File: src/rtl/mem_arbiter.sv
// Shares the single-port data memory between the CPU and a DMA/debug burst requester.
// The CPU has fixed priority; an anti-starvation counter forces DMA beats through.
//
// state | meaning
// IDLE  | no burst; dma_req accepted and latched here
// BURST | beats pending; per-cycle CPU/DMA arbitration
// DONE  | one-cycle completion pulse; CPU always wins
module mem_arbiter #(
  parameter int ADDR_W       = 9,
  parameter int DATA_W       = 16,
  parameter int LEN_W        = 4,
  parameter int STARVE_LIMIT = 3
) (
  input  logic              clk,
  input  logic              reset,
  input  logic [1:0]        cpu_mem_cmd,
  input  logic [ADDR_W-1:0] cpu_addr,
  input  logic [DATA_W-1:0] cpu_wdata,
  output logic [DATA_W-1:0] cpu_rdata,
  output logic              cpu_stall,
  input  logic              dma_req,
  input  logic              dma_we,
  input  logic [ADDR_W-1:0] dma_addr,
  input  logic [LEN_W-1:0]  dma_len,
  output logic              dma_gnt,
  output logic              dma_beat,
  input  logic [DATA_W-1:0] dma_wdata,
  output logic              dma_rvalid,
  output logic [DATA_W-1:0] dma_rdata,
  output logic              dma_done,
  output logic [1:0]        mem_cmd,
  output logic [ADDR_W-1:0] mem_addr,
  output logic [DATA_W-1:0] mem_wdata,
  input  logic [DATA_W-1:0] mem_rdata
);

  localparam int SC_W = (STARVE_LIMIT < 1) ? 1 : $clog2(STARVE_LIMIT + 1);

  typedef enum logic [1:0] {IDLE, BURST, DONE} state_t;

  state_t            state;
  logic [ADDR_W-1:0] base;
  logic [LEN_W-1:0]  len;
  logic [LEN_W-1:0]  beat_idx;
  logic              we;
  logic [SC_W-1:0]   starve_cnt;

  logic cpu_req;
  logic dma_win;

  assign cpu_req = (cpu_mem_cmd == 2'b10) || (cpu_mem_cmd == 2'b01);
  // In BURST a beat is always pending, so the DMA takes every slot the CPU does not.
  assign dma_win = (state == BURST) && !(cpu_req && (int'(starve_cnt) < STARVE_LIMIT));

  assign dma_gnt   = (state == IDLE) && dma_req;
  assign cpu_rdata = mem_rdata;
  assign dma_rdata = mem_rdata;

  always_comb begin
    mem_cmd   = cpu_req ? cpu_mem_cmd : 2'b00;
    mem_addr  = cpu_addr;
    mem_wdata = cpu_wdata;
    cpu_stall = 1'b0;
    dma_beat  = 1'b0;
    if (dma_win) begin
      mem_cmd   = we ? 2'b01 : 2'b10;
      mem_addr  = base + ADDR_W'(beat_idx);
      mem_wdata = dma_wdata;
      dma_beat  = 1'b1;
      cpu_stall = cpu_req;
    end
  end

  always_ff @(posedge clk or negedge reset) begin
    if (!reset) begin
      state      <= IDLE;
      base       <= '0;
      len        <= '0;
      we         <= 1'b0;
      beat_idx   <= '0;
      starve_cnt <= '0;
      dma_rvalid <= 1'b0;
      dma_done   <= 1'b0;
    end else begin
      dma_rvalid <= dma_win && !we;
      dma_done   <= 1'b0;
      case (state)
        IDLE: begin
          if (dma_req) begin
            base       <= dma_addr;
            len        <= dma_len;
            we         <= dma_we;
            beat_idx   <= '0;
            starve_cnt <= '0;
            if (dma_len == '0) begin
              state    <= DONE;
              dma_done <= 1'b1;
            end else begin
              state <= BURST;
            end
          end
        end
        BURST: begin
          if (dma_win) begin
            beat_idx   <= beat_idx + 1'b1;
            starve_cnt <= '0;
            if (beat_idx == len - 1'b1) begin
              state    <= DONE;
              dma_done <= 1'b1;
            end
          end else begin
            starve_cnt <= starve_cnt + 1'b1;
          end
        end
        DONE:    state <= IDLE;
        default: state <= IDLE;
      endcase
    end
  end

endmodule

File: config.mk
export PLATFORM = sky130hd
export DESIGN_NAME = mem_arbiter
export DESIGN_NICKNAME = d
export VERILOG_FILES = /design/src/rtl/mem_arbiter.sv
export SDC_FILE = /design/constraint.sdc
export NUM_CORES = 1
export LEC_CHECK = 0
export CELL_PAD_IN_SITES_DETAIL_PLACEMENT = 1
export CELL_PAD_IN_SITES_GLOBAL_PLACEMENT = 2
export CORE_ASPECT_RATIO = 1.4
export CORE_UTILIZATION = 15
export CTS_CLUSTER_SIZE = 12
export DETAILED_ROUTE_END_ITERATION = 6
export PLACE_DENSITY_LB_ADDON = 0.1
export SLEW_MARGIN = 20
export SYNTH_ARGS = -nofsm -noshare
export SYNTH_HDL_FRONTEND = slang
export SYNTH_SLANG_ARGS = --single-unit
File: constraint.sdc
create_clock -name clk -period 2 [get_ports clk]
set_input_delay 0.4 -clock clk [delete_from_list [all_inputs] [get_ports clk]]
set_output_delay 0.4 -clock clk [all_outputs]
set_load 0.1 [all_outputs]
==> results of run 1 <==
==> kinds of logic after synthesis <==
logic type	synth area share
simple gates	0.267
buf+inv	0.167
compound gates	0.112
flops	0.321
xor+xnor	0.0515
fa+ha+maj	0.0709
mux	0.0114
==> per-layer routing <==
metal / global-route usage / wire length, um / vias to the layer above
li1: - / - / 1000
met1: 0.119 / 2620 / 961
met2: 0.222 / 3930 / 65
met3: 0.0176 / 504 / 5
met4: 0.0441 / 133 / 0
met5: 0 / 0 / -
==> metrics by stage <==
| stage | util | worst slack, ps | power, mW |
|---|---|---|---|
| floorplan | - | -263 | 5.87 |
| global placement | 0.334 | -870 | 7.86 |
| detailed placement | 0.334 | -869 | 7.90 |
| CTS | 0.382 | -395 | 9.28 |
| global route | 0.391 | -407 | 9.77 |
| finish | 0.391 | -368 | 9.32 |
==> sequential cells by signal (all words and copies together), names as in the netlist <==
register / flops
dma_done: 1
beat_idx: 4
starve_cnt: 2
we: 1
len: 4
base: 9
state: 2
dma_rvalid: 1
==> cell type report <==
cell class,count,share of cell area
tap,147,0.0393
multi-input combinational,179,0.418
sequential,24,0.129
inverter,10,0.0123
clock buffer,4,0.0190
timing repair buffer,142,0.379
timing repair inverter,1,0.00347
==> critical path: cells and delay by family, from the launching register on <==
family / cells / cell delay [ps]
AND/OR/NAND/NOR: 4 / 960
flip-flops: 1 / 390
adder cells (fa/ha/maj): 1 / 170
buffers and inverters: 1 / 170
==> power groups by stage <==
stage / clock network, mW / registers, mW / logic [mW]
detailed placement: 0 / 0.934 / 6.97
finish: 0.494 / 0.953 / 7.87
CTS: 0.524 / 0.944 / 7.81
global route: 0.531 / 0.980 / 8.26
floorplan: 0 / 1.05 / 4.82
global placement: 0 / 0.929 / 6.93
==> cells in the final DEF, fill, tap and decap left out, drive strengths merged, types with 4 or more instances in the layout <==
cell type / n
dfrtp: 24
o21ai: 12
ha: 9
a21oi: 5
buf: 85
nor2: 6
clkdlybuf4s50: 57
xnor2: 10
inv: 9
nand2: 104
clkbuf: 4
nand3: 4
==> how the worst max path moves through the flow <==
stage	start	end	depth (start not counted)
after global routing	beat_idx[2]	mem_addr[7]	6
after detailed placement	cpu_mem_cmd[0]	mem_addr[7]	8
after CTS	beat_idx[0]	mem_addr[4]	7
final	starve_cnt[0]	mem_addr[7]	6
after global placement	cpu_mem_cmd[0]	mem_addr[7]	8
after floorplan	beat_idx[0]	mem_addr[6]	6
==> what timing repair did <==
| action | in CTS | in global routing |
|---|---|---|
| setup endpoints to repair | 33 | 29 |
| gates cloned | 3 | 0 |
| gates resized for setup | 88 | 14 |
| pin swaps | 39 | 22 |
| buffers inserted | 11 | 8 |
==> out/qor.txt, run 1 <==
FILL cells: 1314
GPL Wtd Cong: 0.680
HP Class: input pin to asynchronous set/reset pin
final setup TNS: -6660 ps
WL/cell: 14.2 um
TritonCTS clock tree: done
Syn Nets: 339
CP max FO: 4
Final nets: 447
DRT Pass-1 Iters: 3
first-pass GRT wire length: 11100 um
largest net degree at the start of global routing: 25
Tcrit/Tclk final: 1.18
via count of the routed design: 2031
FF+latch area: 604 um2
clock-pin slew on the worst setup and hold paths: 60 ps
Mapped Cells: 253
synthesis-to-finish area growth: 151%
Worst slew margin: 0.670
remaining antenna violation count after routing: 0
vias per inst: 4.01
# setup viols final: 28
synth top area cells: dfrtp_1 (32%), nand2_1 (21%), buf_4 (13%)
hold slack final: 497 ps
GRT Total Usage: 0.115
internal power: 4.41 mW
Register-to-Register Path Depth: 10
crit path capture type: primary output
critical path startpoint category: flop
initial antenna violation count: 0
drc violations: 0
Final Hold Vio Count: 0
r2r startpoint: starve_cnt[0]
arrival time at the worst endpoint: 1970 ps
sequential-to-total area share from yosys stat: 0.321
Final Max Slew Viols: 0
failing checks: negative setup slack
async set-reset flop share out of synthesis: 1.00
post-synthesis cell area: 1870 um2
Post-synth top cells: nand2_1 (104), buf_4 (32), dfrtp_1 (24)
ys flop type: dfrtp_1
top-count cell post-synth: nand2_1
Clock Power Share: 0.053
Sequential Power Share: 0.102
synth unique cells: 38
number of global-route vias before repair: 2238
LEAKAGE: 1.96 nW
detailed placement HPWL: 5420 um
NetSw: 4.91 mW
clk sink count: 24
Starting Density: 0.156
critical-path cell list: ha_4 > nor2_4 > or2_4 > or4_4 > nand3_4 > buf_12
final WL: 7190 um
DP Cell Count: 487
Yosys warning count: 0
synthesis-stage register bit count: 24
status: finished, violations left
combinational power share: 0.845
Avg Cell Area, Syn: 7.39 um2
dpl cell area: 4010 um2
clk_lat worst skew: 270 ps
row count: 47
power density over the cells: 1990 nW/um2
Sw Ratio: 0.527
highest-delay cell along the critical path: or4_4
Ports: 140
flop2flop setup slack: 140 ps
number of synthesized flops with an enable pin: 0
H-tree depth: 1
top-area cell type share of the netlist area: 0.321
Final WS setup: -368 ps
reg-to-reg critical path endpoint: beat_idx[3]
fmax: 0.422 GHz
Die Height: 134 um
Bufs on Longest Clock Path: 2
Least-Margin Pin Slew: 490 ps
Root Driver: clkbuf_16
post-cts hold buffer count: 0
Worst Clk Skew: 3.26 ps
Tmin final: 2370 ps
die area: 12900 um2
Worst Path Required: 1600 ps
final instance area: 4690 um2
layout cell share with drive strength beyond 1: 0.514
RSZ-0062 raised after global routing: yes
Layout Cells excl Fill: 507
Core ar.: 12000 um2
Num CTS Buffers: 3
Iter 0 DRT Violations: 13
Die W: 96.4 um
Max Cap Violations: 0
CP max stage delay: 560 ps
critical path type: flop to primary output
n_diodes: 0
PortBufs: 91
cell taking the most area after synthesis: dfrtp_1
total gr overflow: 0
VDD IR max: 0.000492 V
Multi-input gate area: 1960 um2
Note: power is estimated with default switching activity, not from simulation.
==> inputs of run 2 (changes only) <==
- MAX_ROUTING_LAYER: default -> met4
==> run 2 against run 1 <==
Effect of this change: the flow still finishes with violations (negative setup slack); cell count stayed put; maximum frequency is essentially flat; via count is essentially flat; routed wire length up 0.28%; critical path depth unchanged; highest routed layer unchanged.
==> out/qor.txt, run 2 (synthesis gave the netlist of run 1 again) <==
synthesis-to-finish area growth: 151%
vias per inst: 4.00
Die Height: 134 um
Final Max Slew Viols: 0
LEAKAGE: 1.96 nW
CP max FO: 4
total gr overflow: 0
GPL Wtd Cong: 0.686
H-tree depth: 1
number of global-route vias before repair: 2238
dpl cell area: 4010 um2
DRT Pass-1 Iters: 4
initial antenna violation count: 0
detailed placement HPWL: 5420 um
clk_lat worst skew: 270 ps
Design Power: 9.32 mW
failing checks: negative setup slack
Clock Power Share: 0.053
Iter 0 DRT Violations: 14
Setup WS pre-CTS: -869 ps
final instance area: 4690 um2
NetSw: 4.91 mW
Root Driver: clkbuf_16
RSZ-0062 raised after global routing: yes
top flop regs: base (9), beat_idx (4), len (4)
register bank with the most flops: base
max FFs per register: 9
post-cts hold buffer count: 0
row count: 47
Sequential Power Share: 0.102
Worst Clk Skew: 2.73 ps
CP bufs+invs: 1
via count of the routed design: 2030
Final WS setup: -370 ps
CP max stage delay: 560 ps
drc violations: 0
crit path capture type: primary output
Worst Path Required: 1600 ps
arrival time at the worst endpoint: 1970 ps
Starting Density: 0.156
critical path startpoint category: flop
Final Hold Vio Count: 0
Core ar.: 12000 um2
Bufs on Longest Clock Path: 2
critical path type: flop to primary output
HP Class: input pin to asynchronous set/reset pin
n_diodes: 0
clk sink count: 24
layout cell share with drive strength beyond 1: 0.514
Max Cap Violations: 0
die area: 12900 um2
Layout Cells excl Fill: 507
commonest non-fill, non-tap cells in the layout: clkdlybuf4s50_1 (57), nand2_1 (48), buf_12 (38), nand2_8 (36), buf_4 (32)
Die W: 96.4 um
status: finished, violations left
Tmin final: 2370 ps
first-pass GRT wire length: 11100 um
GRT Total Usage: 0.118
PortBufs: 91
clock-pin slew on the worst setup and hold paths: 60 ps
highest-delay cell along the critical path: or4_4
FILL cells: 1314
Tcrit/Tclk final: 1.18
internal power: 4.41 mW
fmax: 0.422 GHz
remaining antenna violation count after routing: 0
commonest non-fill, non-tap cell in the layout: clkdlybuf4s50_1
Final nets: 447
Ports: 140
VDD IR max: 0.000492 V
Num CTS Buffers: 3
Sw Ratio: 0.527
final WL: 7210 um
critical-path cell list: ha_4 > nor2_4 > or2_4 > or4_4 > nand3_4 > buf_12
largest net degree at the start of global routing: 25
DP Cell Count: 487
hold slack final: 495 ps
Least-Margin Pin Slew: 490 ps
# setup viols final: 28
TritonCTS clock tree: done
power density over the cells: 1990 nW/um2
CP top delay family: simple AND/OR/NAND/NOR gates
combinational power share: 0.845
Worst slew margin: 0.670
WL/cell: 14.2 um
## run 2: layout make-up
cell class                      count  area (um2)  share of cell area
Sequential cell                    24         604               0.129
Tap cell                          147         184              0.0393
Clock buffer                        4        88.8              0.0190
Timing Repair inverter              1        16.3             0.00347
Inverter                           10        57.6              0.0123
Multi-Input combinational cell    179        1960               0.418
Timing Repair Buffer              142        1770               0.379
## run 2: worst register-to-register path: cells and delay by family (launching register included)
family,cells,cell delay [ps]
adder cells (fa/ha/maj),1,180
buffers and inverters,5,640
AND/OR/NAND/NOR,3,350
multiplexers,1,180
flip-flops,1,410
## run 2: power by group through the flow
stage | sequential [mW] | combinational [mW] | clock (mW)
global route | 0.980 | 8.26 | 0.531
floorplan | 1.05 | 4.82 | 0
detailed placement | 0.934 | 6.97 | 0
CTS | 0.944 | 7.81 | 0.524
finish | 0.953 | 7.87 | 0.496
global placement | 0.929 | 6.93 | 0
## run 2: routing by layer
layer | share of wire | GRT usage | wire [um]
met5 | 0 | - | 0
met4 | 0.019 | 0.0441 | 138
met3 | 0.069 | 0.0176 | 497
met2 | 0.55 | 0.222 | 3960
met1 | 0.36 | 0.119 | 2620
## run 2: repair_timing
| item | 4_1_cts | 5_1_grt |
|---|---|---|
| gates cloned | 3 | 0 |
| pin swaps | 39 | 22 |
| setup endpoints to repair | 33 | 29 |
| resized for setup | 88 | 14 |
| buffers inserted | 11 | 8 |
## run 2: per-stage QoR
stage / setup TNS [ps] / utilization
finish: -6700 / 0.391
global route: -8080 / 0.391
CTS: -7090 / 0.382
detailed placement: -25170 / 0.334
global placement: -24930 / 0.334
floorplan: -2740 / -
## run 2: final timing paths
| path | slack (ps) | to | from | cells past startpoint |
|---|---|---|---|---|
| setup / recovery | -370 | mem_addr[7] | starve_cnt[0] | 6 |
| hold / removal | 500 | starve_cnt[0] | reset | 2 |
| setup reg to reg | 140 | beat_idx[3] | starve_cnt[0] | 10 |
| hold reg to reg | 510 | len[3] | len[3] | 2 |
| max in group asynchronous | 1230 | beat_idx[1] | reset | 2 |
| min in group clk | 510 | len[3] | len[3] | 2 |
